### src/rtl/ssd_p_pkg.sv
// ssd_p shared constants: register map, CTRL field layout, segment table.
package ssd_p_pkg;

    localparam int ADDR_W = 4;
    localparam int DATA_W = 32;

    localparam logic [ADDR_W-1:0] ADDR_LED   = 4'd0;
    localparam logic [ADDR_W-1:0] ADDR_VALUE = 4'd1;
    localparam logic [ADDR_W-1:0] ADDR_CTRL  = 4'd2;
    localparam logic [ADDR_W-1:0] ADDR_BLINK = 4'd3;

    localparam logic [DATA_W-1:0] CTRL_RST = 32'h0000_00F0;

    localparam int DP_LSB = 0;
    localparam int EN_LSB = 4;
    localparam int MASK_W = 4;

    // Active-high {g,f,e,d,c,b,a}; entry 0 is the rightmost element.
    localparam logic [15:0][6:0] SEG_LUT = {
        7'h71, 7'h79, 7'h5E, 7'h39,
        7'h7C, 7'h77, 7'h6F, 7'h7F,
        7'h07, 7'h7D, 7'h6D, 7'h66,
        7'h4F, 7'h5B, 7'h06, 7'h3F
    };

endpackage

### src/rtl/ssd_p_if.sv
// CPU-side register bus of the ssd_p display peripheral.
interface ssd_p_if;
    import ssd_p_pkg::*;

    logic              wea;
    logic [ADDR_W-1:0] addra;
    logic [DATA_W-1:0] dina;
    logic [DATA_W-1:0] douta;

    modport master (output wea, addra, dina, input douta);
    modport slave  (input wea, addra, dina, output douta);

endinterface

### src/rtl/ssd_p_hex7seg.sv
// Nibble to active-high seven-segment pattern, full hex alphabet.
module hex7seg
    import ssd_p_pkg::*;
(
    input  logic [3:0] nib,
    output logic [6:0] seg
);

    assign seg = SEG_LUT[nib];

endmodule

### src/rtl/ssd_p.sv
// LED + 4-digit seven-segment output peripheral with register readback.
// Optional blink support is compiled in with SSD_P_BLINK_EN.
module ssd_p
    import ssd_p_pkg::*;
#(
    parameter int CNT_W   = 18,
    parameter int BLINK_W = 25
) (
    input  logic       clk,
    input  logic       rst,
    ssd_p_if.slave     bus,
    output logic [7:0] led,
    output logic [6:0] seg,
    output logic       dp,
    output logic [3:0] an
);

    localparam logic [CNT_W-1:0] CNT_ONE = 1;

    logic [7:0]        led_q, led_d;
    logic [15:0]       value_q, value_d;
    logic [7:0]        ctrl_q, ctrl_d;
    logic [DATA_W-1:0] douta_q, douta_d;
    logic [CNT_W-1:0]  cnt_q, cnt_d;
    logic [7:0]        led_out_q, led_out_d;
    logic [6:0]        seg_q, seg_d;
    logic              dp_q, dp_d;
    logic [3:0]        an_q, an_d;

    logic [1:0]        d_idx;
    logic [3:0]        nib;
    logic [6:0]        seg_hi;
    logic [3:0]        en_mask;
    logic [3:0]        dp_mask;
    logic              blink_off;
    logic [15:0]       unused_dina;

    assign unused_dina = bus.dina[31:16];

`ifdef SSD_P_BLINK_EN
    localparam logic [BLINK_W-1:0] BCNT_ONE = 1;

    logic               blink_q, blink_d;
    logic [BLINK_W-1:0] bcnt_q, bcnt_d;

    assign bcnt_d    = bcnt_q + BCNT_ONE;
    assign blink_off = blink_q & bcnt_q[BLINK_W-1];
`else
    logic [BLINK_W-1:0] unused_blink_w;

    assign unused_blink_w = '0;
    assign blink_off      = 1'b0;
`endif

    // Register bank writes; fields outside each register are dropped.
    always_comb begin
        led_d   = led_q;
        value_d = value_q;
        ctrl_d  = ctrl_q;
`ifdef SSD_P_BLINK_EN
        blink_d = blink_q;
`endif
        if (bus.wea) begin
            case (bus.addra)
                ADDR_LED:   led_d   = bus.dina[7:0];
                ADDR_VALUE: value_d = bus.dina[15:0];
                ADDR_CTRL:  ctrl_d  = bus.dina[7:0];
`ifdef SSD_P_BLINK_EN
                ADDR_BLINK: blink_d = bus.dina[0];
`endif
                default: ;
            endcase
        end
    end

    // Readback samples the pre-write contents.
    always_comb begin
        douta_d = '0;
        case (bus.addra)
            ADDR_LED:   douta_d = {24'h0, led_q};
            ADDR_VALUE: douta_d = {16'h0, value_q};
            ADDR_CTRL:  douta_d = {24'h0, ctrl_q};
`ifdef SSD_P_BLINK_EN
            ADDR_BLINK: douta_d = {31'h0, blink_q};
`endif
            default:    douta_d = '0;
        endcase
    end

    assign d_idx   = cnt_q[CNT_W-1 -: 2];
    assign nib     = value_q[{d_idx, 2'b00} +: 4];
    assign en_mask = ctrl_q[EN_LSB +: MASK_W];
    assign dp_mask = ctrl_q[DP_LSB +: MASK_W];

    hex7seg u_hex7seg (
        .nib (nib),
        .seg (seg_hi)
    );

    always_comb begin
        cnt_d     = cnt_q + CNT_ONE;
        an_d      = 4'b1111;
        seg_d     = ~seg_hi;
        dp_d      = ~dp_mask[d_idx];
        led_out_d = led_q;
        if (en_mask[d_idx]) begin
            an_d[d_idx] = 1'b0;
        end
        if (blink_off) begin
            an_d      = 4'b1111;
            led_out_d = 8'h00;
        end
    end

    always_ff @(posedge clk) begin
        if (rst) begin
            led_q     <= '0;
            value_q   <= '0;
            ctrl_q    <= CTRL_RST[7:0];
            douta_q   <= '0;
            cnt_q     <= '0;
            led_out_q <= '0;
            seg_q     <= 7'h7F;
            dp_q      <= 1'b1;
            an_q      <= 4'b1111;
        end else begin
            led_q     <= led_d;
            value_q   <= value_d;
            ctrl_q    <= ctrl_d;
            douta_q   <= douta_d;
            cnt_q     <= cnt_d;
            led_out_q <= led_out_d;
            seg_q     <= seg_d;
            dp_q      <= dp_d;
            an_q      <= an_d;
        end
    end

`ifdef SSD_P_BLINK_EN
    always_ff @(posedge clk) begin
        if (rst) begin
            blink_q <= 1'b0;
            bcnt_q  <= '0;
        end else begin
            blink_q <= blink_d;
            bcnt_q  <= bcnt_d;
        end
    end
`endif

    assign bus.douta = douta_q;
    assign led       = led_out_q;
    assign seg       = seg_q;
    assign dp        = dp_q;
    assign an        = an_q;

endmodule

### src/flat_wrapper.sv
// flat-port wrapper written by rule: the top's interface ports become plain ports
module ssd_p_flat import ssd_p_pkg::*;
#(
    parameter int CNT_W   = 18,
    parameter int BLINK_W = 25
)
  (clk, rst, led, seg, dp, an, bus_wea, bus_addra, bus_dina, bus_douta);
  ssd_p_if bus_i ();
  input  logic clk;
  input  logic rst;
  output logic [7:0] led;
  output logic [6:0] seg;
  output logic dp;
  output logic [3:0] an;
  input wire logic [$bits(bus_i.wea)-1:0] bus_wea;
  input wire logic [$bits(bus_i.addra)-1:0] bus_addra;
  input wire logic [$bits(bus_i.dina)-1:0] bus_dina;
  output wire logic [$bits(bus_i.douta)-1:0] bus_douta;
  assign bus_i.wea = bus_wea;
  assign bus_i.addra = bus_addra;
  assign bus_i.dina = bus_dina;
  assign bus_douta = bus_i.douta;
  ssd_p #(.CNT_W(CNT_W), .BLINK_W(BLINK_W)) u_core (.clk(clk), .rst(rst), .bus(bus_i), .led(led), .seg(seg), .dp(dp), .an(an));
endmodule
### config.mk
export PLATFORM = sky130hd
export DESIGN_NAME = ssd_p_flat
export DESIGN_NICKNAME = d
export VERILOG_FILES = /design/src/rtl/ssd_p_pkg.sv /design/src/rtl/ssd_p_if.sv /design/src/rtl/ssd_p_hex7seg.sv /design/src/rtl/ssd_p.sv /design/src/flat_wrapper.sv
export SDC_FILE = /design/constraint.sdc
export NUM_CORES = 1
export LEC_CHECK = 0
export ABC_AREA = 1
export ABC_CLOCK_PERIOD_IN_PS = 1820
export BUFFER_PORTS_ARGS = -buffer_cell sky130_fd_sc_hd__buf_2
export CORE_AREA = 2 2 70 121
export DETAILED_ROUTE_END_ITERATION = 7
export DIE_AREA = 0 0 72 123
export PLACE_DENSITY = 0.74
export SYNTH_ARGS = -nofsm -noshare
export SYNTH_HDL_FRONTEND = slang
export SYNTH_SLANG_ARGS = --single-unit
### constraint.sdc
create_clock -name clk -period 1.82 [get_ports clk]
set_clock_uncertainty 0.05 [all_clocks]
set_input_delay 0.091 -clock clk [delete_from_list [all_inputs] [get_ports clk]]
set_output_delay 0.091 -clock clk [all_outputs]
set_load 0.005 [all_outputs]
==> impl_metrics.env <==
export IMPL_synthToLayoutAreaGrowth_pct=19.7
export IMPL_wl_per_cell_um=12.0
export IMPL_syn_cell_area_sq_um=3680
export IMPL_cpPeakStageDelay_ns=0.37
export IMPL_cts_max_level=3
export IMPL_avgSynthCellArea_sq_um=7.34
export IMPL_final_layout_size_suffix_gt1_share_pct=16.8
export IMPL_synth_edf_count=0
export IMPL_fillers=760
export IMPL_cts_root_buf="clkbuf_16"
export IMPL_hold_viol_final=0
export IMPL_whs_ns=0.00404
export IMPL_drv_cap=0
export IMPL_ys_types=30
export IMPL_ant_nets=0
export IMPL_fmax_mhz=599
export IMPL_cp_max_fo=11
export IMPL_die_w_um=72
export IMPL_initial_utilization_pct=46.6
export IMPL_clock_path_buffers=2
export IMPL_dieArea_sq_um=8860
export IMPL_clkTransAtPathRegs_ns=0.06
export IMPL_grt_start_max_net_pins=49
export IMPL_setup_viol=0
export IMPL_n_antenna_cell=0
export IMPL_start_kind="flip-flop"
export IMPL_arrival_ns=1.83
export IMPL_critPathRequiredTime_ns=1.98
export IMPL_grtUsageTotal_pct=19.3
export IMPL_cpMostUsedCell="nand2_1"
export IMPL_grt_pass1_vias=3129
export IMPL_critPathSlowestCell="dfxtp_4"
export IMPL_min_period_over_period_pct=91.8
export IMPL_drt_iter0_drc=105
export IMPL_drt_pass1_iterations=4
export IMPL_ir_worst_vdd_v=0.000640
export IMPL_drc=0
export IMPL_coreArea_sq_um=7910
export IMPL_mostFrequentLayoutCells="nand2_1, dfxtp_1, inv_1"
export IMPL_maxSlewHeadroom_pct=66.6
export IMPL_netlist_instances=502
export IMPL_clk_latency_ns=0.34
export IMPL_via_per_inst=4.94
export IMPL_cts_buffers=9
export IMPL_grt_pass1_wl_mm=13.3
export IMPL_static_leakage_power_nw=1.96
export IMPL_outcome="finished clean"
export IMPL_grt_ovfl_total=0
export IMPL_async_flop_share_pct=0
export IMPL_synth_yosys_seq_area_share_pct=46.7
export IMPL_antenna_found_initial=0
export IMPL_dp_hpwl_mm=5.87
export IMPL_num_rows=43
export IMPL_cts_tree="yes"
export IMPL_ys_seq_elements=86
export IMPL_p_per_area_nw_per_um2=889
export IMPL_worstSetupPathType="reg2reg"
export IMPL_synthFlopType="dfxtp_1"
export IMPL_routed_wl_mm=8.05
export IMPL_report_final_slew_viol_count=0
export IMPL_nets=620
export IMPL_ys_warn_count=0
export IMPL_die_h_um=123
export IMPL_tightestPinTransition_ns=0.499
export IMPL_worstPathCellList="o21ai_0 -> nand2_1 -> nand2_2 -> inv_1 -> ha_1 -> inv_1 -> nand2_1 -> nand2_1 -> nand2_1 -> nand3_1"
export IMPL_gp_congestion=0.826
export IMPL_io_pins=91
export IMPL_portBuffers=58
export IMPL_cts_sinks=86
export IMPL_end_kind="flip-flop"
export IMPL_min_delay_path_class="in2reg"
export IMPL_vias=3299
export IMPL_fin_util_pct=55.8
export IMPL_final_common_cell="nand2_1"
export IMPL_final_min_clock_period_ns=1.67
==> path summary, 6_finish.rpt <==
| path | slack [ns] | depth (start not counted) | end | from |
|---|---|---|---|---|
| setup / recovery | 0.15 | 10 | u_core.seg[3]$_SDFF_PP1_ | u_core.cnt_q[16]$_SDFF_PP0_ |
| hold / removal | 0.004 | 3 | u_core.value_q[14]$_SDFFE_PP0P_ | bus_dina[14] |
| setup reg to reg | 0.15 | 10 | u_core.seg[3]$_SDFF_PP1_ | u_core.cnt_q[16]$_SDFF_PP0_ |
| hold reg to reg | 0.39 | 2 | u_core.led[3]$_SDFF_PP0_ | u_core.led_out_d[3]$_SDFFE_PP0P_ |
==> metrics by stage <==
stage | setup slack (ns) | power (W) | setup TNS, ns | cells | cell area [sq um]
floorplan | 0.0733 | 0.00211 | 0 | 517 | 3740
global placement | 0.0690 | 0.00215 | 0 | 641 | 3990
detailed placement | -0.0361 | 0.00216 | -0.0461 | 641 | 3990
CTS | 0.0693 | 0.00396 | 0 | 668 | 4410
global route | -0.0250 | 0.00405 | -0.0250 | 668 | 4410
finish | 0.150 | 0.00392 | 0 | 668 | 4410
==> cells in the mapped netlist, types with 2 or more instances <==
cell type  number  area, sq um
buf_6           3         33.8
nand2_2         4         25.0
ha_1            7         87.6
nor3_1         11         55.1
o211ai_1        7         52.6
xor2_1          4         35.0
o21ai_0        25          125
a21oi_1        35          175
buf_4          19          143
a22oi_1         3         22.5
nor2_1         45          169
inv_1          61          229
dfxtp_1        86         1720
nand2_1       138          518
nand3_1        31          155
inv_2           2         7.51
buf_1           2         7.51
clkbuf_1        7         26.3
==> critical path: cells and delay by family, from the launching register on <==
kind / cells / cell delay, ns
flip-flops: 1 / 0.37
buffers and inverters: 2 / 0.15
adder cells (fa/ha/maj): 1 / 0.33
AO/OA/AOI/OAI: 1 / 0.19
AND/OR/NAND/NOR: 6 / 0.45
==> routing by layer <==
metal	up-vias	GRT usage [%]	share of wire [%]
li1	1692	-	-
met1	1506	19.4	39
met2	84	36.1	54
met3	17	3.99	4.2
met4	0	10.6	3.1
met5	-	0	0
==> registers in the layout, indices dropped and copies added (netlist names) <==
name / count
u_core.an: 4
u_core.bus.douta: 16
u_core.cnt_q: 18
u_core.ctrl_q: 8
u_core.dp: 1
u_core.led: 8
u_core.led_out_d: 8
u_core.seg: 7
u_core.value_q: 16
==> timing repair <==
item / CTS / global route
hold buffers: 12 / 0
pin swaps: 0 / 1
gates resized for setup: 2 / 6
setup buffers: 0 / 0
endpoints found under the setup margin: 2 / 6
hold endpoints to repair: 17 / 0
==> cells by family (layout without fill, tap and decap cells) <==
kind of cell	Yosys count	after routing	share of synthesized area (%)
XOR/XNOR	4	4	0.951
adder cells (fa/ha/maj)	7	7	2.38
AO/OA/AOI/OAI	73	73	10.9
flip-flops	86	86	46.7
other	1	16	0.102
buffers and inverters	96	157	12.4
AND/OR/NAND/NOR	235	235	26.6
==> where the power goes <==
part / internal (W) / leakage, nW / switching (W)
clock network: 0.00109 / 0.141 / 0.000697
registers: 0.00191 / 0.699 / 0.0000154
logic: 0.0000816 / 1.12 / 0.000127
total: 0.00308 / 1.96 / 0.000840
==> cell type report <==
| type | instances | area [sq um] | share of cell area, % |
|---|---|---|---|
| multi-input cells | 335 | 1570 | 35.5 |
| inverters | 63 | 236 | 5.36 |
| repair buffers | 79 | 478 | 10.8 |
| well taps | 90 | 113 | 2.55 |
| clock buffers | 11 | 243 | 5.50 |
| clock inverters | 4 | 47.5 | 1.08 |
| flip-flops and latches | 86 | 1730 | 39.1 |
No activity file was read; power rests on OpenSTA's default activity.
